[src/rtl/alu_pkg.sv]
// Shared types for the sequential ALU: opcodes, flag bit positions and FSM states.
package alu_pkg;

  typedef enum logic [3:0] {
    OP_PASS  = 4'd0,
    OP_OR    = 4'd1,
    OP_XOR   = 4'd2,
    OP_AND   = 4'd3,
    OP_SHL   = 4'd4,
    OP_SHR   = 4'd5,
    OP_ADD   = 4'd6,
    OP_SUB   = 4'd7,
    OP_MUL   = 4'd8,
    OP_NEG   = 4'd9,
    OP_DIV   = 4'd10,
    OP_NOT   = 4'd11,
    OP_ASR   = 4'd12,
    OP_ROL   = 4'd13,
    OP_RSV14 = 4'd14,
    OP_RSV15 = 4'd15
  } alu_op_e;

  localparam int FLG_Z  = 0;
  localparam int FLG_N  = 1;
  localparam int FLG_C  = 2;
  localparam int FLG_V  = 3;
  localparam int FLG_DZ = 4;
  localparam int NFLG   = 5;

  typedef enum logic [1:0] {
    ST_IDLE = 2'd0,
    ST_ITER = 2'd1,
    ST_DONE = 2'd2
  } alu_st_e;

endpackage

[src/rtl/alu_seq_if.sv]
// Operand/opcode load bus and result/status return for alu_seq.
interface alu_seq_if #(parameter int WIDTH = 16) ();
  logic [WIDTH-1:0] din;
  logic             a_ld;
  logic             b_ld;
  logic [3:0]       op_in;
  logic             op_ld;
  logic             start;
  logic             busy;
  logic             done;
  logic [WIDTH-1:0] result;
  logic [4:0]       flags;

  modport master (output din, a_ld, b_ld, op_in, op_ld, start,
                  input  busy, done, result, flags);
  modport slave  (input  din, a_ld, b_ld, op_in, op_ld, start,
                  output busy, done, result, flags);
endinterface

[src/rtl/alu_muldiv_iter.sv]
// Shared iterative datapath: shift-add multiply or restoring divide, one bit per cycle.
// p holds {hi,lo} for MUL and {remainder,quotient/dividend} for DIV.
module alu_muldiv_iter #(
  parameter int WIDTH = 16
) (
  input  logic             clk,
  input  logic             rst,
  input  logic             start_i,
  input  logic             div_i,
  input  logic [WIDTH-1:0] a_i,
  input  logic [WIDTH-1:0] b_i,
  output logic             last_o,
  output logic [WIDTH-1:0] lo_o,
  output logic [WIDTH-1:0] hi_o
);
  localparam int CW = $clog2(WIDTH) + 1;

  logic [2*WIDTH-1:0] p_q, p_d, p_step;
  logic [WIDTH-1:0]   opd_q, opd_d;
  logic [CW-1:0]      cnt_q, cnt_d;
  logic               div_q, div_d;
  logic [WIDTH:0]     mac, r_sh, diff;
  logic               ge;

  always_comb begin
    mac  = {1'b0, p_q[2*WIDTH-1:WIDTH]} + (p_q[0] ? {1'b0, opd_q} : '0);
    r_sh = p_q[2*WIDTH-1:WIDTH-1];
    diff = r_sh - {1'b0, opd_q};
    // remainder stays below the divisor, so bit WIDTH of diff is exactly the borrow
    ge   = ~diff[WIDTH];
    if (div_q)
      p_step = {(ge ? diff[WIDTH-1:0] : r_sh[WIDTH-1:0]), p_q[WIDTH-2:0], ge};
    else
      p_step = {mac, p_q[WIDTH-1:1]};
  end

  always_comb begin
    p_d   = p_q;
    opd_d = opd_q;
    cnt_d = cnt_q;
    div_d = div_q;
    if (start_i) begin
      p_d   = {{WIDTH{1'b0}}, a_i};
      opd_d = b_i;
      cnt_d = CW'(WIDTH);
      div_d = div_i;
    end else if (cnt_q != '0) begin
      p_d   = p_step;
      cnt_d = cnt_q - 1'b1;
    end
  end

  always_ff @(posedge clk or posedge rst) begin
    if (rst) begin
      p_q   <= '0;
      opd_q <= '0;
      cnt_q <= '0;
      div_q <= 1'b0;
    end else begin
      p_q   <= p_d;
      opd_q <= opd_d;
      cnt_q <= cnt_d;
      div_q <= div_d;
    end
  end

  assign last_o = (cnt_q == CW'(1));
  assign lo_o   = p_step[WIDTH-1:0];
  assign hi_o   = p_step[2*WIDTH-1:WIDTH];

endmodule

[src/rtl/alu_seq.sv]
// Sequential ALU: operand/opcode registers, single-cycle ops, flag generation and
// the IDLE/ITER/DONE control FSM around the iterative mul/div datapath.
module alu_seq
  import alu_pkg::*;
#(
  parameter int WIDTH = 16
) (
  input  logic clk,
  input  logic rst,
  alu_seq_if.slave bus
);
  localparam int SHW = $clog2(WIDTH);

  logic [WIDTH-1:0] a_q, a_d, b_q, b_d, res_q, res_d;
  logic [NFLG-1:0]  flg_q, flg_d;
  alu_op_e          op_q, op_d;
  alu_st_e          st_q, st_d;

  logic             ld_en, accept, iter_go, b_zero;
  logic             it_last;
  logic [WIDTH-1:0] it_lo, it_hi;

  logic [WIDTH-1:0] sres;
  logic             scarry, sovf, sdivz;
  logic [SHW-1:0]   sh, rsh;
  logic [WIDTH:0]   shl_ext, add_w, sub_w;
  logic [WIDTH-1:0] neg_w;

  function automatic logic [NFLG-1:0] mk_flags(logic [WIDTH-1:0] r, logic c, logic v, logic dz);
    logic [NFLG-1:0] f;
    f         = '0;
    f[FLG_Z]  = (r == '0);
    f[FLG_N]  = r[WIDTH-1];
    f[FLG_C]  = c;
    f[FLG_V]  = v;
    f[FLG_DZ] = dz;
    return f;
  endfunction

  assign ld_en   = (st_q != ST_ITER);
  assign accept  = bus.start && (st_q != ST_ITER);
  assign b_zero  = (b_q == '0);
  assign iter_go = accept && ((op_q == OP_MUL) || ((op_q == OP_DIV) && !b_zero));

  always_comb begin
    a_d  = (bus.a_ld  && ld_en) ? bus.din : a_q;
    b_d  = (bus.b_ld  && ld_en) ? bus.din : b_q;
    op_d = (bus.op_ld && ld_en) ? alu_op_e'(bus.op_in) : op_q;
  end

  alu_muldiv_iter #(.WIDTH(WIDTH)) u_iter (
    .clk     (clk),
    .rst     (rst),
    .start_i (iter_go),
    .div_i   (op_q == OP_DIV),
    .a_i     (a_q),
    .b_i     (b_q),
    .last_o  (it_last),
    .lo_o    (it_lo),
    .hi_o    (it_hi)
  );

  // single-cycle ops; MUL never lands here, DIV only for the divide-by-zero case
  always_comb begin
    sh      = b_q[SHW-1:0];
    rsh     = -sh;
    shl_ext = {1'b0, a_q} << sh;
    add_w   = {1'b0, a_q} + {1'b0, b_q};
    sub_w   = {1'b0, a_q} - {1'b0, b_q};
    neg_w   = '0 - a_q;
    sres    = '0;
    scarry  = 1'b0;
    sovf    = 1'b0;
    sdivz   = 1'b0;
    case (op_q)
      OP_PASS: sres = a_q;
      OP_OR:   sres = a_q | b_q;
      OP_XOR:  sres = a_q ^ b_q;
      OP_AND:  sres = a_q & b_q;
      OP_SHL: begin
        sres   = shl_ext[WIDTH-1:0];
        scarry = shl_ext[WIDTH];
      end
      OP_SHR:  sres = a_q >> sh;
      OP_ADD: begin
        sres   = add_w[WIDTH-1:0];
        scarry = add_w[WIDTH];
        sovf   = (a_q[WIDTH-1] == b_q[WIDTH-1]) && (add_w[WIDTH-1] != a_q[WIDTH-1]);
      end
      OP_SUB: begin
        sres   = sub_w[WIDTH-1:0];
        scarry = sub_w[WIDTH];
        sovf   = (a_q[WIDTH-1] != b_q[WIDTH-1]) && (sub_w[WIDTH-1] != a_q[WIDTH-1]);
      end
      OP_NEG: begin
        sres   = neg_w;
        scarry = (a_q != '0);
        sovf   = a_q[WIDTH-1] && neg_w[WIDTH-1];
      end
      OP_DIV: begin
        sres   = '1;
        sdivz  = 1'b1;
      end
      OP_NOT:  sres = ~a_q;
      OP_ASR:  sres = WIDTH'($signed(a_q) >>> sh);
      OP_ROL:  sres = (a_q << sh) | (a_q >> rsh);
      default: sres = '0;
    endcase
  end

  always_comb begin
    res_d = res_q;
    flg_d = flg_q;
    if ((st_q == ST_ITER) && it_last) begin
      res_d = it_lo;
      flg_d = mk_flags(it_lo, 1'b0, (op_q == OP_MUL) && (it_hi != '0), 1'b0);
    end else if (accept && !iter_go) begin
      res_d = sres;
      flg_d = mk_flags(sres, scarry, sovf, sdivz);
    end
  end

  always_ff @(posedge clk or posedge rst) begin
    if (rst) begin
      a_q   <= '0;
      b_q   <= '0;
      op_q  <= OP_PASS;
      res_q <= '0;
      flg_q <= '0;
    end else begin
      a_q   <= a_d;
      b_q   <= b_d;
      op_q  <= op_d;
      res_q <= res_d;
      flg_q <= flg_d;
    end
  end

  always_ff @(posedge clk or posedge rst) begin
    if (rst) st_q <= ST_IDLE;
    else     st_q <= st_d;
  end

  always_comb begin
    st_d = st_q;
    case (st_q)
      ST_IDLE, ST_DONE: begin
        if (accept) st_d = iter_go ? ST_ITER : ST_DONE;
        else        st_d = ST_IDLE;
      end
      ST_ITER: if (it_last) st_d = ST_DONE;
      default: st_d = ST_IDLE;
    endcase
  end

  always_comb begin
    bus.busy   = (st_q == ST_ITER);
    bus.done   = (st_q == ST_DONE);
    bus.result = res_q;
    bus.flags  = flg_q;
  end

endmodule

[src/flat_wrapper.sv]
// flat-port wrapper written by rule: the top's interface ports become plain ports
module alu_seq_flat import alu_pkg::*;
#(
  parameter int WIDTH = 16
)
  (clk, rst, bus_din, bus_a_ld, bus_b_ld, bus_op_in, bus_op_ld, bus_start, bus_busy, bus_done, bus_result, bus_flags);
  alu_seq_if #(.WIDTH(WIDTH)) bus_i ();
  input  logic clk;
  input  logic rst;
  input wire logic [$bits(bus_i.din)-1:0] bus_din;
  input wire logic [$bits(bus_i.a_ld)-1:0] bus_a_ld;
  input wire logic [$bits(bus_i.b_ld)-1:0] bus_b_ld;
  input wire logic [$bits(bus_i.op_in)-1:0] bus_op_in;
  input wire logic [$bits(bus_i.op_ld)-1:0] bus_op_ld;
  input wire logic [$bits(bus_i.start)-1:0] bus_start;
  output wire logic [$bits(bus_i.busy)-1:0] bus_busy;
  output wire logic [$bits(bus_i.done)-1:0] bus_done;
  output wire logic [$bits(bus_i.result)-1:0] bus_result;
  output wire logic [$bits(bus_i.flags)-1:0] bus_flags;
  assign bus_i.din = bus_din;
  assign bus_i.a_ld = bus_a_ld;
  assign bus_i.b_ld = bus_b_ld;
  assign bus_i.op_in = bus_op_in;
  assign bus_i.op_ld = bus_op_ld;
  assign bus_i.start = bus_start;
  assign bus_busy = bus_i.busy;
  assign bus_done = bus_i.done;
  assign bus_result = bus_i.result;
  assign bus_flags = bus_i.flags;
  alu_seq #(.WIDTH(WIDTH)) u_core (.clk(clk), .rst(rst), .bus(bus_i));
endmodule
[config.mk]
export PLATFORM = sky130hd
export DESIGN_NAME = alu_seq_flat
export DESIGN_NICKNAME = d
export VERILOG_FILES = /design/src/rtl/alu_pkg.sv /design/src/rtl/alu_seq_if.sv /design/src/rtl/alu_muldiv_iter.sv /design/src/rtl/alu_seq.sv /design/src/flat_wrapper.sv
export SDC_FILE = /design/constraint.sdc
export NUM_CORES = 1
export LEC_CHECK = 0
export CELL_PAD_IN_SITES_DETAIL_PLACEMENT = 0
export CELL_PAD_IN_SITES_GLOBAL_PLACEMENT = 1
export CORE_MARGIN = 1
export CORE_UTILIZATION = 52
export DETAILED_ROUTE_END_ITERATION = 16
export GPL_TIMING_DRIVEN = 0
export PLACE_DENSITY_LB_ADDON = 0.05
export SETUP_SLACK_MARGIN = 0.05
export SLEW_MARGIN = 30
export SYNTH_ARGS = -nofsm -noshare
export SYNTH_HDL_FRONTEND = slang
export SYNTH_SLANG_ARGS = --single-unit
[constraint.sdc]
create_clock -name clk -period 7 [get_ports clk]
set_input_delay 0.7 -clock clk [delete_from_list [all_inputs] [get_ports clk]]
set_output_delay 0.7 -clock clk [all_outputs]
set_load 0.05 [all_outputs]
## Yosys cells after proc, flatten, opt, wreduce, memory -nomap -nowiden

Cells that the tools add are included.

- Bits in writable memories: 0
- Output and inout bits: 23
- ROM bits: 0
- Latch bits: 0
- Memories kept: 0
- Word-level logic and storage cells: 95
- Register bits: 113
- Bits of input ports: 26

- Bitwise operators: 6
- Reduce and logical (&&, ||, !) cells: 26
- Eq/ne operators: 22
- Div/mod/pow operators: 0
- Shifts and indexed selects: 5
- Multiply operators: 0
- Mux-type cells: 19
- Magnitude comparators: 0
- Add/sub/neg operators: 7

Operators by type and width:

| cell | count |
|---|---|
| $pmux 16 s13 | 1 |
| $mux 32 | 3 |
| $mux 16 | 4 |
| $logic_not 16->1 | 3 |
| $or 16x16->16 | 2 |
| $reduce_bool 16->1 | 2 |
| $shr 16x4->16 | 2 |
| $eq 4x4->1 const B | 6 |
| $mux 5 | 4 |
| $add 16x16->17 | 1 |
| $add 16x17->17 | 1 |
| $shl 16x4->17 | 1 |
| $sub 16x16->17 | 1 |
| $sub 17x16->17 | 1 |
| $and 16x16->16 | 1 |
| $eq 4x3->1 const B | 4 |
| $not 16->16 | 1 |
| $shl 16x4->16 | 1 |
| $sshr 16x4->16 | 1 |
| $sub 1x16->16 const A | 1 |
| $xor 16x16->16 | 1 |
| $logic_and 1x1->1 | 12 |
| $eq 4x2->1 const B | 2 |
| $mux 2 | 3 |
| other kinds (21) | 26 |

## Logic depth before layout (Yosys ltp)

Gate-level depths: netlist of run 1.

- Word-level depth: 9
- Depth in mapped cells: 18
- Gate-level depth less buffers: 14

## Hierarchy

Synthesis of run 1 repeated with hierarchy kept, for this count alone.

- Cell total of the unflattened synthesis: 1,548
- Area, all modules: 13,005.0 um2

By module, submodules not included:

| module | seq. area each (um2) | times used | cells each | area an instance (um2) |
|---|---|---|---|---|
| alu_seq | 1,451.4 | 1 | 1,045 | 8,642.0 |
| alu_muldiv_iter | 1,351.3 | 1 | 503 | 4,362.9 |

## Least setup slack after synthesis of run 1

OpenSTA, ideal clock, no wires.

- Path type: reg2reg
- Start: register u_core.b_q[0]
- End: register u_core.flg_q[0], in the netlist u_core.bus.flags[0]
- Setup time: 0.104 ns
- Slack: 2.829 ns
- Path buffers: 6
- Period minus slack after synthesis: 4.171 ns
- Data required time: 6.896 ns
- Cell stages (with the launch flop): 19
- Arrival: 4.067 ns
- Cell sequence: dfrtp_1 buf_6 buf_6 inv_2 buf_4 buf_2 ha_1 buf_2 buf_1 mux4_2 nand2_1 a21oi_1 o21ai_0 o2111ai_1 a221oi_1 and3_1 nand4_1 or4_1 o41ai_2

- Word-level cells in the longest chain between the ends: 8
- Elaborated cells between the ends (all ways): 24
- Classes of those cells: add/sub: 3; shift: 5; mux: 3; bitwise: 4; reduce/logical: 9

RTL lines:

| item | line | source |
|---|---|---|
| start: declaration | alu_seq.sv:14 | `logic [WIDTH-1:0] a_q, a_d, b_q, b_d, res_q, res_d;` |
| start signal: assignment | alu_seq.sv:126 | `b_q <= '0;` |
| start signal: assignment | alu_seq.sv:132 | `b_q <= b_d;` |
| parallel branches: the longest is 8 deep, another holds $neg 4->4 | -- |  |
| end signal: assignment | alu_seq.sv:135 | `flg_q <= flg_d;` |
| end: declaration | alu_seq.sv:15 | `logic [NFLG-1:0] flg_q, flg_d;` |

Several ways; the timed one is not identified. The select of a mux whose other input is x is not followed.
A chain may end at the register's enable or synchronous reset.

## Worst setup path in the final report of run 1

Ends and elaborated chain as after synthesis.

==> impl_metrics.tcl, run 1 <==
set metrics [dict create \
    place_ws_ps 1308 \
    yosysWarnings 0 \
    synth-async-reset-ratio 1.000 \
    place_inst 1930 \
    route.detailed.drc 1 \
    wirelength_mm 53.45 \
    post_cts_buffers 0 \
    routabilityCongestion 1.092 \
    cts_tree "yes" \
    instances_no_fill 1946 \
    r2r_start "u_core.b_q[0]" \
    num_antenna_cells 0 \
    critPathKind "flop to flop" \
    syn_to_final_growth_pct 10.00 \
    fin_skew_ps 11.14 \
    synth-seq-cells 112 \
    syn-num-nets 1682 \
    hold_viol 0 \
    maxCapViolCount 0 \
    clk_latency_ps 380 \
    post_cts_resized 0 \
    grt_pass1_wl_mm 78.70 \
    final_common_cell "nor2_1" \
    layout.cells.most_common_list "nor2_1 (171), nand2_1 (141), a21oi_1 (119)" \
    yosysUniqueCellTypes 91 \
    synth_edf_count 0 \
    h-tree-depth 3 \
    antenna_left 0 \
    status "finished, violations left" \
    slew_headroom 0.2266 \
    rsz0062_at_grt "false" \
    crit_path_end_kind "flop" \
    synth_ff_type "dfrtp_1" \
    cts_sinks 112 \
    hold_class "flop to flop" \
    dieArea_mm2 0.02494 \
    dr.pass1.iters 15 \
    die_w_um 157.9 \
    slew_violations 0 \
    clk_path_buf_depth 2 \
    min-delay-start "u_core.bus.result[7]" \
    wl_per_cell_um 27.46 \
    fillers 2281 \
    start_util 0.5339 \
    vdd.ir_drop.worst_mv 0.2845 \
    cts_root_buffer "clkbuf_16" \
    synth.avg_cell_area_um2 8.094 \
    startpoint "u_core.b_q[0]" \
    antenna_found_initial 3 \
    place_area_mm2 0.01357 \
    grt.overflow.total 0 \
    drt_iter0_drc 2360 \
    ctsHoldBuffers 0 \
    violations "design-rule violations" \
    fin_setup_tns_ps 0 \
    critical_path_required_ps 7280 \
    nNetsFinal 1742 \
    viasPerCell 7.003 \
    finalPower_mw 7.892 \
    numPortBuffers 48 \
    syn_area_mm2 0.01264 \
    fmax_mhz 165.8 \
    hold_ws_ps 497.8 \
    utilization 0.5873 \
    fp.coreArea_mm2 0.02368 \
    leakagePower_nw 5.721 \
    post-dp-hpwl_mm 41.96 \
    setup_viol 0 \
    netlist_instances 1562 \
    cp_max_fo 12 \
    grt_max_degree 84 \
    tightest_slew_ps 1131 \
    start_kind "flop" \
    io_pins 49 \
    clk_pin_slew_ps 90 \
    grt_pass1_vias 12610 \
    worst_slack_ps 970.3 \
    gr-usage-all-layers 0.4355 \
    core.rowCount 56 \
    fin_crit_ps 6030 \
    ys_seq_area_frac 0.2217 \
    stdcell_area_mm2 0.01391 \
    num_vias 13630 \
    cts_made_buffers 9 \
    arrival_ps 6310 \
    die_h_um 157.9 \
    period_share 0.8614 \
    drive_above_1_share 0.1051 \
    power.density_mw_per_mm2 567.4 \
]
[layout make-up]
| cell class | count | area (um2) | share of cell area |
|---|---|---|---|
| multi-input combinational | 1248 | 9032 | 0.6494 |
| buffer | 120 | 523.0 | 0.03760 |
| sequential | 112 | 2803 | 0.2015 |
| inverter | 82 | 315.3 | 0.02267 |
| clock inverter | 7 | 102.6 | 0.007377 |
| clock buffer | 9 | 225.2 | 0.01619 |
| tap | 319 | 399.1 | 0.02870 |
| timing repair buffer | 49 | 508.0 | 0.03652 |
[state kept, by name (all words and copies together), names as in the netlist]
name / count
u_core.a_q: 16
u_core.b_q: 16
u_core.u_iter.cnt_q: 5
u_core.u_iter.p_q: 32
u_core.u_iter.opd_q: 16
u_core.bus.flags: 5
u_core.op_q: 4
u_core.bus.result: 15
u_core.u_iter.div_q: 1
u_core.st_q: 2
[per-layer routing]
metal  GRT usage  up-vias  wire length, um
li1            -     5878                -
met1      0.5984     6485            21620
met2      0.6180     1063            21710
met3      0.1298      198             7429
met4      0.2097        4             2663
met5    0.006211        -               26
[final timing paths]
kind	end	slack [ps]	cells past startpoint
max in group asynchronous	u_core.u_iter.p_q[12]	5640	3
min in group asynchronous	u_core.u_iter.opd_q[5]	660	2
max reg2reg	u_core.bus.flags[0]	970	18
min	u_core.bus.result[7]	500	2
max	u_core.bus.flags[0]	970	18
min reg2reg	u_core.bus.result[7]	500	2
[cells by family (layout without fill, tap and decap cells)]
| logic type | after synthesis | in the layout | synth area share |
|---|---|---|---|
| flops | 112 | 112 | 0.2217 |
| buf+inv | 202 | 267 | 0.06571 |
| compound gates | 451 | 451 | 0.2405 |
| fa+ha+maj | 94 | 94 | 0.09540 |
| xor+xnor | 50 | 50 | 0.03523 |
| simple gates | 514 | 514 | 0.1935 |
| mux | 139 | 139 | 0.1480 |
[Yosys cell counts (30+ instances only)]
cell type,number,area (um2)
dfrtp_1,112,2803
inv_1,78,292.8
mux4_2,32,720.7
xnor2_1,38,332.8
mux2_2,48,540.5
a211oi_1,30,225.2
a21oi_1,119,595.6
nand3_1,32,160.2
ha_1,90,1126
clkbuf_1,71,266.5
o21ai_0,86,430.4
nor3_1,33,165.2
mux2i_1,54,540.5
nand2_1,141,529.3
nor2_1,171,641.9
[report_power, final]
group | leakage (nW) | internal (mW) | switching [mW]
Clock | 0.160 | 0.294 | 0.300
Combinational | 4.23 | 2.21 | 3.84
Sequential | 1.33 | 0.925 | 0.321
Total | 5.72 | 3.43 | 4.46
[critical path, stage by stage (launching register included)]
cell       delay [ps]
dfrtp_1           550
buf_6             240
buf_6             210
inv_2             100
buf_4             200
buf_2             280
ha_1              590
buf_2             360
buf_1             510
mux4_2            410
nand2_1            90
a21oi_1            70
o21ai_0           320
o2111ai_1         200
a221oi_1          640
and3_1            250
nand4_1           130
or4_1             480
o41ai_2           290
No activity file was read; power rests on OpenSTA's default activity.
==> run 2, diff against run 1 <==
Settings changed: SLEW_MARGIN 30 to 40.
==> impl_metrics.tcl, run 2 (synthesized netlist as in run 1, its figures left out) <==
set metrics [dict create \
    drt_iter0_drc 2387 \
    rsz0062_at_grt "false" \
    dr.pass1.iters 8 \
    tightest_slew_ps 973.0 \
    die_w_um 157.9 \
    largest_reg_flops 32 \
    whs_endpoint "u_core.bus.flags[2]" \
    clk_latency_ps 390 \
    post_cts_resized 0 \
    power.density_mw_per_mm2 568.8 \
    critical-path-max-stage-delay_ps 690 \
    core.rowCount 56 \
    grt_pass1_vias 12650 \
    grt_max_degree 80 \
    nNetsFinal 1743 \
    num_vias 13650 \
    vdd.ir_drop.worst_mv 0.3258 \
    setup_viol 0 \
    multi_input_area_mm2 0.009054 \
    hold_class "flop to flop" \
    stdcell_area_mm2 0.01394 \
    slew_headroom 0.3513 \
    antenna_found_initial 1 \
    h-tree-depth 3 \
    cp_max_fo 12 \
    r2r_slack_ps 890 \
    place_inst 1930 \
    crit_path_end_kind "flop" \
    layout.cells.most_common_list "nor2_1 (171), nand2_1 (141), a21oi_1 (119)" \
    post-dp-hpwl_mm 42.10 \
    start_util 0.5339 \
    grt_pass1_wl_mm 79.36 \
    final_common_cell "nor2_1" \
    fp.coreArea_mm2 0.02368 \
    holdPathStages 2 \
    hold_ws_ps 503.8 \
    instances_no_fill 1948 \
    fin_skew_ps 22.20 \
    r2r_start "u_core.b_q[0]" \
    fillers 2297 \
    swShare 0.5701 \
    dieArea_mm2 0.02494 \
    maxCapViolCount 0 \
    cts_made_buffers 9 \
    routabilityCongestion 1.092 \
    critical_path_required_ps 7270 \
    wl_per_cell_um 27.57 \
    critPathKind "flop to flop" \
    arrival_ps 6380 \
    viasPerCell 7.005 \
    io_pins 49 \
    power.internal_mw 3.409 \
    syn_to_final_growth_pct 10.25 \
    die_h_um 157.9 \
    clk_path_buf_depth 2 \
    power.share.clock 0.074 \
    cts_tree "yes" \
    reg2reg_depth 18 \
    place_area_mm2 0.01359 \
    hold_viol 0 \
    seq_area_mm2 0.002803 \
    cts_root_buffer "clkbuf_16" \
    min-delay-start "u_core.bus.flags[2]" \
    leakagePower_nw 5.742 \
    period_share 0.8722 \
    numPortBuffers 48 \
    slew_violations 0 \
    clk_pin_slew_ps 90 \
    power_frac_comb 0.768 \
    pwr-share-seq 0.157 \
    p_switching_mw 4.520 \
    start_kind "flop" \
    route.detailed.drc 0 \
    drive_above_1_share 0.1100 \
    top_register "u_core.u_iter.p_q" \
    slowest_stage "a221oi_1" \
    gr-usage-all-layers 0.4384 \
    fin_crit_ps 6106 \
    ctsHoldBuffers 0 \
    grt.overflow.total 0 \
    path_cells "buf_6, buf_6, inv_2, buf_4, buf_2, ha_1, buf_2, buf_1, mux4_2, nand2_1, a21oi_1, o21ai_0, o2111ai_1, a221oi_1, and3_1, nand4_1, or4_1, o41ai_2" \
    post_cts_buffers 0 \
    fin_setup_tns_ps 0 \
    crit_family "buffers and inverters" \
    r2r_end "u_core.bus.flags[0]" \
    path_buf_inv 7 \
    status "finished, final reports clean" \
    fmax_mhz 163.8 \
    antenna_left 0 \
    wirelength_mm 53.70 \
    cts_sinks 112 \
]
## run 2: cell count changes in the layout (fill, tap and decap cells not counted), sizes merged
cell | previous run | this run
clkbuf | 80 | 81
diode | 0 | 1
inv | 85 | 86
bufinv | 1 | 0
## run 2: final cells by class
class,instances,share of cell area
Antenna cell,1,0.0001795
Tap cell,319,0.02863
Clock inverter,7,0.006732
Sequential cell,112,0.2011
Timing Repair Buffer,50,0.03725
Buffer,120,0.03788
Inverter,82,0.02262
Multi-Input combinational cell,1248,0.6495
Clock buffer,9,0.01616
## run 2: metrics by stage
| stage | setup WS [ps] | power, mW | util |
|---|---|---|---|
| floorplan | 2829 | 5.256 | - |
| global placement | 1341 | 6.936 | 0.5710 |
| detailed placement | 1258 | 7.011 | 0.5736 |
| CTS | 1242 | 7.614 | 0.5871 |
| global route | 940.1 | 8.339 | 0.5885 |
| finish | 894.4 | 7.929 | 0.5886 |
## run 2: how the worst max path moves through the flow
stage                        startpoint                  end  cells past startpoint  slack, ps
after global routing      u_core.b_q[0]  u_core.bus.flags[0]                     18        940
after detailed placement  u_core.b_q[0]  u_core.bus.flags[0]                     18       1260
after floorplan           u_core.b_q[0]  u_core.bus.flags[0]                     18       2830
after CTS                 u_core.b_q[0]  u_core.bus.flags[0]                     18       1240
after global placement    u_core.b_q[0]  u_core.bus.flags[0]                     18       1340
final                     u_core.b_q[0]  u_core.bus.flags[0]                     18        890
## run 2: layer usage
| metal | wire [um] | part of all wire | vias up | global-route usage |
|---|---|---|---|---|
| met3 | 7349 | 0.14 | 201 | 0.1366 |
| met1 | 21740 | 0.40 | 6520 | 0.6012 |
| li1 | - | - | 5874 | - |
| met2 | 21790 | 0.41 | 1051 | 0.6228 |
| met5 | 0 | 0 | - | 0 |
| met4 | 2816 | 0.052 | 0 | 0.2042 |
## run 2: power by group through the flow
stage,clock network (mW),logic [mW],registers [mW]
5_1_grt,0.608,6.46,1.27
6_report,0.588,6.09,1.25
3_5_place_dp,0,5.77,1.24
4_1_cts,0.585,5.80,1.23
2_1_floorplan,0,3.98,1.28
3_3_place_gp,0,5.70,1.23
## run 2: tightest hold or removal path, stage by stage (launching register included)
cell and delay [ps]:
dfrtp_1 350, nand3_1 60, o21ai_0 60
